===== config.mk =====
export PLATFORM = sky130hd
export DESIGN_NAME = axc_add_err_meter_flat
export DESIGN_NICKNAME = d
export VERILOG_FILES = /design/src/rtl/axc_add_err_meter_if.sv /design/src/rtl/axc_add_err_meter.sv /design/src/flat_wrapper.sv
export SDC_FILE = /design/constraint.sdc
export NUM_CORES = 1
export LEC_CHECK = 0
export BUFFER_PORTS_ARGS = -buffer_cell sky130_fd_sc_hd__buf_2
export CORE_UTILIZATION = 60
export DETAILED_ROUTE_END_ITERATION = 7
export GPL_TIMING_DRIVEN = 0
export PLACE_DENSITY = 0.82
export SYNTH_ARGS = -nofsm -noshare
export SYNTH_HDL_FRONTEND = slang
export SYNTH_SLANG_ARGS = --single-unit

===== constraint.sdc =====
create_clock -name clk -period 17.75 [get_ports clk]
set_clock_uncertainty 0.05 [all_clocks]
set_input_delay 0.8875 -clock clk [delete_from_list [all_inputs] [get_ports clk]]
set_output_delay 0.8875 -clock clk [all_outputs]
set_load 0.05 [all_outputs]

===== src/rtl/axc_add_err_meter_if.sv =====
// Operand/result bus between the error meter (master) and the approximate adder under test (slave).
interface axc_add_err_meter_if #(
    parameter int W = 8
);
    logic [W-1:0] op_a;
    logic [W-1:0] op_b;
    logic         op_valid;
    logic [W:0]   res;

    modport master (output op_a, output op_b, output op_valid, input res);
    modport slave  (input op_a, input op_b, input op_valid, output res);
endinterface


===== src/rtl/axc_add_err_meter.sv =====
// Exhaustive error characterisation of an unsigned approximate adder: sweeps every operand pair and
// accumulates MAE/MSE numerators, WCE (with its first pair) and error count. `AXC_ERR_BIAS_EN adds err_bias.
module axc_add_err_meter #(
    parameter int W       = 8,
    parameter int DUT_LAT = 0
) (
    input  logic                  clk,
    input  logic                  rst,
    input  logic                  start,
    output logic                  busy,
    output logic                  done,
    axc_add_err_meter_if.master   bus,
    output logic [3*W:0]          err_sum,
    output logic [4*W+1:0]        sq_sum,
    output logic [W:0]            wce,
    output logic [W-1:0]          wce_a,
    output logic [W-1:0]          wce_b,
    output logic [2*W:0]          err_cnt
`ifdef AXC_ERR_BIAS_EN
    ,
    output logic signed [3*W+1:0] err_bias
`endif
);

    localparam int            DW         = $clog2(DUT_LAT + 2);
    localparam logic [DW-1:0] DRAIN_LAST = DW'(DUT_LAT);

    typedef enum logic [1:0] {S_IDLE, S_SWEEP, S_DRAIN} state_t;

    state_t          r_state;
    state_t          w_next;
    logic [2*W-1:0]  r_cnt;
    logic [DW-1:0]   r_drain;
    logic            r_done;
    logic            w_clear;
    logic            w_finish;

    always_ff @(posedge clk) begin
        if (rst) begin
            r_state <= S_IDLE;
        end else begin
            r_state <= w_next;
        end
    end

    always_comb begin
        w_next   = r_state;
        w_clear  = 1'b0;
        w_finish = 1'b0;
        case (r_state)
            S_IDLE: begin
                if (start) begin
                    w_next  = S_SWEEP;
                    w_clear = 1'b1;
                end
            end
            S_SWEEP: begin
                if (r_cnt == '1) begin
                    w_next = S_DRAIN;
                end
            end
            S_DRAIN: begin
                if (r_drain == DRAIN_LAST) begin
                    w_next   = S_IDLE;
                    w_finish = 1'b1;
                end
            end
            default: w_next = S_IDLE;
        endcase
    end

    // The pair counter wraps to zero on its own after the last pair.
    always_ff @(posedge clk) begin
        if (rst) begin
            r_cnt   <= '0;
            r_drain <= '0;
            r_done  <= 1'b0;
        end else begin
            r_done  <= w_finish;
            r_drain <= (r_state == S_DRAIN) ? r_drain + DW'(1) : '0;
            if (w_clear) begin
                r_cnt <= '0;
            end else if (r_state == S_SWEEP) begin
                r_cnt <= r_cnt + (2*W)'(1);
            end
        end
    end

    assign busy         = (r_state != S_IDLE);
    assign done         = r_done;
    assign bus.op_valid = (r_state == S_SWEEP);
    assign bus.op_a     = r_cnt[W-1:0];
    assign bus.op_b     = r_cnt[2*W-1:W];

    logic [W:0]   w_exact;
    logic         w_dv;
    logic [W:0]   w_dexact;
    logic [W-1:0] w_da;
    logic [W-1:0] w_db;

    assign w_exact = {1'b0, bus.op_a} + {1'b0, bus.op_b};

    generate
        if (DUT_LAT == 0) begin : g_nodly
            assign w_dv     = bus.op_valid;
            assign w_dexact = w_exact;
            assign w_da     = bus.op_a;
            assign w_db     = bus.op_b;
        end else begin : g_dly
            logic         r_v  [DUT_LAT];
            logic [W:0]   r_ex [DUT_LAT];
            logic [W-1:0] r_a  [DUT_LAT];
            logic [W-1:0] r_b  [DUT_LAT];

            // Shift register keeps the reference data aligned with the DUT pipeline.
            always_ff @(posedge clk) begin
                if (rst) begin
                    for (int i = 0; i < DUT_LAT; i++) begin
                        r_v[i]  <= 1'b0;
                        r_ex[i] <= '0;
                        r_a[i]  <= '0;
                        r_b[i]  <= '0;
                    end
                end else begin
                    r_v[0]  <= bus.op_valid;
                    r_ex[0] <= w_exact;
                    r_a[0]  <= bus.op_a;
                    r_b[0]  <= bus.op_b;
                    for (int i = 1; i < DUT_LAT; i++) begin
                        r_v[i]  <= r_v[i-1];
                        r_ex[i] <= r_ex[i-1];
                        r_a[i]  <= r_a[i-1];
                        r_b[i]  <= r_b[i-1];
                    end
                end
            end

            assign w_dv     = r_v[DUT_LAT-1];
            assign w_dexact = r_ex[DUT_LAT-1];
            assign w_da     = r_a[DUT_LAT-1];
            assign w_db     = r_b[DUT_LAT-1];
        end
    endgenerate

    logic signed [W+1:0] w_e;
    logic [W+1:0]        w_neg;
    logic [W:0]          w_abs;
    logic [2*W+1:0]      w_sq;

    assign w_e   = $signed({1'b0, bus.res}) - $signed({1'b0, w_dexact});
    assign w_neg = -w_e;
    assign w_abs = w_e[W+1] ? w_neg[W:0] : w_e[W:0];
    assign w_sq  = {{(W+1){1'b0}}, w_abs} * {{(W+1){1'b0}}, w_abs};

    logic [3*W:0]   r_err_sum;
    logic [4*W+1:0] r_sq_sum;
    logic [W:0]     r_wce;
    logic [W-1:0]   r_wce_a;
    logic [W-1:0]   r_wce_b;
    logic [2*W:0]   r_err_cnt;

    // Strict compare on WCE so ties keep the earliest pair in sweep order.
    always_ff @(posedge clk) begin
        if (rst || w_clear) begin
            r_err_sum <= '0;
            r_sq_sum  <= '0;
            r_wce     <= '0;
            r_wce_a   <= '0;
            r_wce_b   <= '0;
            r_err_cnt <= '0;
        end else if (w_dv) begin
            r_err_sum <= r_err_sum + {{(2*W){1'b0}}, w_abs};
            r_sq_sum  <= r_sq_sum + {{(2*W){1'b0}}, w_sq};
            r_err_cnt <= r_err_cnt + {{(2*W){1'b0}}, (w_e != '0)};
            if (w_abs > r_wce) begin
                r_wce   <= w_abs;
                r_wce_a <= w_da;
                r_wce_b <= w_db;
            end
        end
    end

    assign err_sum = r_err_sum;
    assign sq_sum  = r_sq_sum;
    assign wce     = r_wce;
    assign wce_a   = r_wce_a;
    assign wce_b   = r_wce_b;
    assign err_cnt = r_err_cnt;

`ifdef AXC_ERR_BIAS_EN
    logic signed [3*W+1:0] r_err_bias;

    always_ff @(posedge clk) begin
        if (rst || w_clear) begin
            r_err_bias <= '0;
        end else if (w_dv) begin
            r_err_bias <= r_err_bias + {{(2*W){w_e[W+1]}}, w_e};
        end
    end

    assign err_bias = r_err_bias;
`endif

endmodule


===== src/flat_wrapper.sv =====
// flat-port wrapper written by rule: the top's interface ports become plain ports
module axc_add_err_meter_flat 
#(
    parameter int W       = 8,
    parameter int DUT_LAT = 0
)
  (clk, rst, start, busy, done, err_sum, sq_sum, wce, wce_a, wce_b, err_cnt, bus_op_a, bus_op_b, bus_op_valid, bus_res);
  axc_add_err_meter_if #(.W(W)) bus_i ();
  input  logic clk;
  input  logic rst;
  input  logic start;
  output logic busy;
  output logic done;
  output logic [3*W:0] err_sum;
  output logic [4*W+1:0] sq_sum;
  output logic [W:0] wce;
  output logic [W-1:0] wce_a;
  output logic [W-1:0] wce_b;
  output logic [2*W:0] err_cnt;
  output wire logic [$bits(bus_i.op_a)-1:0] bus_op_a;
  output wire logic [$bits(bus_i.op_b)-1:0] bus_op_b;
  output wire logic [$bits(bus_i.op_valid)-1:0] bus_op_valid;
  input wire logic [$bits(bus_i.res)-1:0] bus_res;
  assign bus_op_a = bus_i.op_a;
  assign bus_op_b = bus_i.op_b;
  assign bus_op_valid = bus_i.op_valid;
  assign bus_i.res = bus_res;
  axc_add_err_meter #(.W(W), .DUT_LAT(DUT_LAT)) u_core (.clk(clk), .rst(rst), .start(start), .busy(busy), .done(done), .bus(bus_i), .err_sum(err_sum), .sq_sum(sq_sum), .wce(wce), .wce_a(wce_a), .wce_b(wce_b), .err_cnt(err_cnt));
endmodule

==> out/qor.yml, run 1 <==
cpLargestDelayFamily: "adder cells"
post-cts-setup-buffer-count: 0
ir_worst_vdd_v: 0.0002700
yosys_warnings: 0
cp-end-kind: "flip-flop"
hold_viol: 0
synth_cell_type_count: 69
slew_headroom_pct: 26.22
worstMarginPinSlew_ns: 1.099
clockPowerShare_pct: 17.8
yosysMostFrequentCell: "inv_1"
nets: 1428
area_delta_synth_final_pct: 16.30
layout-drive-gt1-share_pct: 15.47
drv_slew: 0
dp_hpwl_mm: 18.73
cts_htree_levels: 4
synth-edff-count: 0
synthTopCellsByArea: "dfxtp_1 26%, fa_1 12%, ha_1 10%, inv_1 6.1%, a21oi_1 4.8%"
synth_area_per_cell_sq_um: 8.107
p_leak_uw: 0.004881
synth_top_area_share_pct: 26.08
worstPathMaxFanout: 10
seq_area_sq_um: 2402
rsz0062_at_grt: "false"
syn-cell-area_sq_um: 9210
start_util_pct: 62.42
wl_mm: 24.96
multi_input_area_sq_um: 6056
clk_path_buf_depth: 2
cts_root_buf: "clkbuf_16"
ys_seq_elements: 120
viasPerCell: 5.833
syn-instance-count: 1136
synth_area_leader_cell: "dfxtp_1"
synthTopCellsByCount: "149 x inv_1, 120 x dfxtp_1, 108 x nand2_1"
synth_seq_area_share_pct: 26.08
dr_total_vias: 8651
fin_crit_ns: 10.16
die_area_sq_um: 15850
p_sw_share_pct: 49.14
hold_slack_ns: 0.4124
grt_pass1_vias: 8260
max_freq_mhz: 98.42
grt_first_pass_wirelength_mm: 40.97
drc: 0
grt_max_degree: 17
crit_buf_inv: 5
die_h_um: 125.9
setup_viol: 0
die-width_um: 125.9
gr-total-overflow: 0
cts_buffers: 17
core_sq_um: 14750
status: "finished clean"
dominantRegCellSynth: "dfxtp_1"
drt_iter0_markers: 729
clkTransAtPathRegs_ns: 0.06
slowest_delay_ns: 0.72
power.density_nw_per_um2: 190.9
rows: 44
setup_tns_ns: 0
drtPass1Iterations: 5
holdCritPathClass: "flip-flop to flip-flop"
diodes: 0
synth_fp_nets: 1278
cap_violations: 0
grt_usage_pct: 32.58
cts.sinks: 120
ant_nets: 0
clk_latency_ns: 0.42
tritoncts: "yes"
power_frac_seq_pct: 14.3
crit_arrival_ns: 10.42
fillers: 1174
worst_ep_required_time_ns: 18.00
cts_resized: 0
critPathKind: "primary input to flip-flop"
p_comb_share_pct: 67.9
wl_per_cell_um: 16.83
p_int_uw: 1040
switching_power_uw: 1005
gp_congestion: 0.9422
cp_slowest_cell: "a311oi_1"
antenna_found_initial: 0
num_io_pins: 132
async_reset_ff_share_pct: 0
cp-start-kind: "primary input"
period_share_pct: 57.24
holdBufCountCts: 0
io_buffers: 131
path summary, 6_finish.rpt:
check,endpoint,cells after the start,slack [ns],from
worst max register to register,u_core.sq_sum[19],30,7.61,u_core.r_cnt[0]
worst min register to register,u_core.sq_sum[12],2,0.41,u_core.sq_sum[12]
worst min-delay path,u_core.sq_sum[12],2,0.41,u_core.sq_sum[12]
worst max-delay path,u_core.sq_sum[19],33,7.59,bus_res[2]
state kept, by name (all words and copies together), names as in the netlist:
register / cells
u_core.wce_a: 8
u_core.err_sum: 25
u_core.err_cnt: 17
u_core.wce: 9
u_core.r_drain: 1
u_core.r_state: 2
u_core.wce_b: 8
u_core.sq_sum: 34
u_core.r_cnt: 16
cells in the final DEF (no fill, tap or decap), drive strengths merged, types with 4 or more instances in the layout:
| master | count |
|---|---|
| nor2b | 4 |
| nand4 | 12 |
| a211o | 4 |
| o21a | 7 |
| o211ai | 7 |
| nand2b | 7 |
| or2 | 11 |
| nand2 | 108 |
| a211oi | 12 |
| and4 | 5 |
| and2 | 7 |
| a31oi | 12 |
| or3 | 15 |
| nor2 | 87 |
| or4b | 4 |
| fa | 54 |
| o2111ai | 4 |
| clkbuf | 53 |
| o21bai | 6 |
| xor2 | 30 |
| a21o | 17 |
| or4 | 4 |
| and3 | 12 |
| xnor2 | 49 |
| nor4 | 13 |
| o21ai | 37 |
| a21oi | 90 |
| nand3 | 67 |
| nor3 | 25 |
| inv | 159 |
| dfxtp | 120 |
| buf | 140 |
| ha | 76 |
metrics by stage:
step | util (%) | area (sq um) | power [uW] | setup slack [ns] | cells
finish | 72.60 | 10710 | 2044 | 7.589 | 1483
global route | 72.60 | 10710 | 2234 | 6.975 | 1483
CTS | 72.60 | 10710 | 2031 | 7.726 | 1483
detailed placement | 68.43 | 10100 | 1656 | 7.406 | 1451
global placement | 68.43 | 10100 | 1616 | 7.460 | 1451
floorplan | - | 9210 | 1380 | 8.941 | 1136
layer usage:
layer | track usage (%) | vias to the layer above | routed length (um)
li1 | - | 4152 | -
met1 | 42.85 | 4078 | 10650
met2 | 52.91 | 369 | 11520
met3 | 6.627 | 52 | 2072
met4 | 12.26 | 0 | 721
met5 | 0 | - | 0
power groups by stage:
stage,combinational [uW],sequential (uW),clock (uW)
after floorplan,1040,335,0
after global placement,1320,298,0
after detailed placement,1360,299,0
after CTS,1370,293,366
after global routing,1560,294,379
final,1390,293,363
logic make-up after synthesis:
family,Yosys count,synth area share (%)
compound gates,224,15.50
xor+xnor,79,7.798
fa+ha+maj,130,22.06
buf+inv,197,8.165
flops,120,26.08
mux,1,0.1087
simple gates,385,20.28
worst reg2reg max path, delay by kind of cell, from the launching register on:
family / cells / cell delay, ns
fa+ha+maj: 8 / 3.35
simple gates: 9 / 1.87
xor+xnor: 3 / 1.59
compound gates: 5 / 1.36
buf+inv: 5 / 1.32
flops: 1 / 0.51
final cells by class:
cell class	instances	area share (%)
plain buffers	45	1.694
clock buffers	17	3.972
clock inverters	15	1.775
inverters	152	5.326
multi-input cells	819	56.54
flip-flops and latches	120	22.43
well taps	184	2.149
repair buffers	131	6.121
Note: power is estimated with default switching activity, not from simulation.
==> inputs of run 2 (changes only) <==
Settings changed: ABC_AREA from default to 1, CORE_UTILIZATION 60 to 53, PLACE_DENSITY 0.82 to 0.76.
Clock period 17.75 ns to 8.7 ns, I/O delays scaled along.
==> run 2 against run 1 <==
Design area up 3.5%. Setup slack worse by 6.9 ns. Register-to-register slack got worse by 7.0 ns. Global-route usage fell by 3.6 points. Clock-buffer cell count increased by 5. Critical path type is now flip-flop to flip-flop. Critical endpoint is now u_core.sq_sum[32]. Largest power group unchanged.
==> out/qor.yml, run 2 <==
p_leak_uw: 0.005534
synthTopCellsByCount: "234 x inv_1, 210 x nand2_1, 142 x nor2_1"
synth_area_leader_cell: "dfxtp_1"
cp-start-kind: "flip-flop"
drt_iter0_markers: 550
fin_crit_ns: 8.055
cap_violations: 0
hold_viol: 0
grt_usage_pct: 28.97
reg2reg_slack_ns: 0.64
cpLargestDelayFamily: "adder cells"
slew_headroom_pct: 47.69
synth_seq_area_share_pct: 25.34
io_buffers: 131
nets: 1617
rows: 48
drc: 0
max_freq_mhz: 124.1
largest_reg_flops: 34
worstPathMaxFanout: 12
final_cell_mix: "234 x inv_1, 210 x nand2_1, 142 x nor2_1, 133 x buf_2, 122 x a21oi_1"
synthTopCellsByArea: "dfxtp_1 25%, fa_1 11%, ha_1 10%, inv_1 9.3%, nand2_1 8.3%"
muxShareOfSynthArea_pct: 0
synth_area_per_cell_sq_um: 7.171
wl_per_cell_um: 15.02
yosysMostFrequentCell: "inv_1"
yosys.area_share.adder_pct: 21.43
die-width_um: 135.7
diodes: 0
core_sq_um: 17360
synth-simple-area-share_pct: 24.56
cts_root_buf: "clkbuf_16"
tritoncts: "yes"
p_int_uw: 1927
fillers: 1542
cts_htree_levels: 4
worst_ep_required_time_ns: 8.98
slowest_delay_ns: 0.59
ant_nets: 0
syn-cell-area_sq_um: 9480
clkTransAtPathRegs_ns: 0.06
cts.sinks: 120
stdcell_area_sq_um: 11090
synth_top_area_share_pct: 25.34
setup_tns_ns: 0
power.density_nw_per_um2: 343.2
p_comb_share_pct: 63.7
viasPerCell: 5.280
drv_slew: 0
worstMarginPinSlew_ns: 0.7846
syn-instance-count: 1322
period_share_pct: 92.59
die_h_um: 135.7
rsz0062_at_grt: "false"
crit_arrival_ns: 8.33
num_io_pins: 132
cp_slowest_cell: "fa_1"
layout-drive-gt1-share_pct: 16.33
grt_first_pass_wirelength_mm: 41.24
synth_cell_type_count: 52
yosys_warnings: 0
grt_pass1_vias: 8515
critPathKind: "flip-flop to flip-flop"
antenna_found_initial: 0
ys_seq_elements: 120
area_delta_synth_final_pct: 16.93
status: "finished clean"
drtPass1Iterations: 6
hold_slack_ns: 0.1634
dr_total_vias: 9045
die_area_sq_um: 18430
dp_hpwl_mm: 19.78
power_frac_seq_pct: 15.9
cts_buffers: 17
gp_congestion: 0.9390
ir_worst_vdd_v: 0.0005535
holdCritPathClass: "primary input to flip-flop"
synth_xor_area_share_pct: 3.603
final_common_cell: "inv_1"
synth_top_family_by_area: "simple AND/OR/NAND/NOR gates"
p_sw_share_pct: 49.35
setup_viol: 0
start_util_pct: 54.62
cp-end-kind: "flip-flop"
synth_fp_nets: 1464
switching_power_uw: 1877
synth_compound_area_share_pct: 13.30
crit_buf_inv: 10
placed_cell_area_sq_um: 10420
dominantRegCellSynth: "dfxtp_1"
synth-edff-count: 0
clk_latency_ns: 0.43
grt_max_degree: 17
wl_mm: 25.73
clk_path_buf_depth: 2
clockPowerShare_pct: 20.4
async_reset_ff_share_pct: 0
gr-total-overflow: 0
run 2: cell types whose count changed after synthesis, sizes merged, moves of 10 or more:
cell,change
a21o,-13
a21oi,+33
and3,-10
clkbuf,-15
inv,+103
nand2,+123
nand4,+10
nor2,+68
o21ai,+47
or3,-15
xnor2,-38
run 2: per-stage QoR:
| stage | cells | setup WS, ns | util, % | total power (uW) |
|---|---|---|---|---|
| floorplan | 1322 | 0.9967 | - | 2485 |
| global placement | 1678 | 0.2549 | 60.02 | 2974 |
| detailed placement | 1678 | 0.1838 | 60.02 | 3011 |
| CTS | 1710 | 0.09602 | 63.65 | 3800 |
| global route | 1713 | 0.08454 | 63.87 | 4171 |
| finish | 1713 | 0.6445 | 63.87 | 3804 |
run 2: power groups by stage:
stage,clock [uW],sequential [uW],combinational [uW]
final,777,604,2420
after global routing,800,607,2760
after CTS,780,603,2420
after detailed placement,0,615,2400
after global placement,0,615,2360
after floorplan,0,711,1770
run 2: logic make-up after synthesis:
logic type	after synthesis
AOI/OAI and AO/OA	234
xor gates and xnor gates	33
DFF	120
buffers and inverters	288
adders and majority gates	130
and+or+nand+nor	517
run 2: layout make-up:
type                    instances  area, sq um  area share (%)
multi-input cells             914         5974           53.89
flip-flops and latches        120         2402           21.67
well taps                     225        281.5           2.540
clock buffers                  22        464.2           4.187
repair buffers                134        678.2           6.117
inverters                     258        980.9           8.849
clock inverters                10        166.4           1.501
plain buffers                  30        137.6           1.242
run 2: routing by layer:
layer,global-route usage (%),wire length [um],up-vias
li1,-,-,4527
met1,35.75,11140,4201
met2,49.89,12270,273
met3,6.173,1753,44
met4,9.426,572,0
met5,0,0,-
run 2: what timing repair did:
action                     CTS  global route
setup endpoints to repair    0            22
gates resized for setup      0             2
buffers inserted             0             3
hold buffers                 0             0
run 2: worst paths after layout:
kind | depth (start not counted) | end | from
min reg2reg | 1 | u_core.r_drain | u_core.r_drain
max | 38 | u_core.sq_sum[32] | u_core.r_cnt[8]
min | 2 | u_core.r_state[0] | rst
max reg2reg | 38 | u_core.sq_sum[32] | u_core.r_cnt[8]
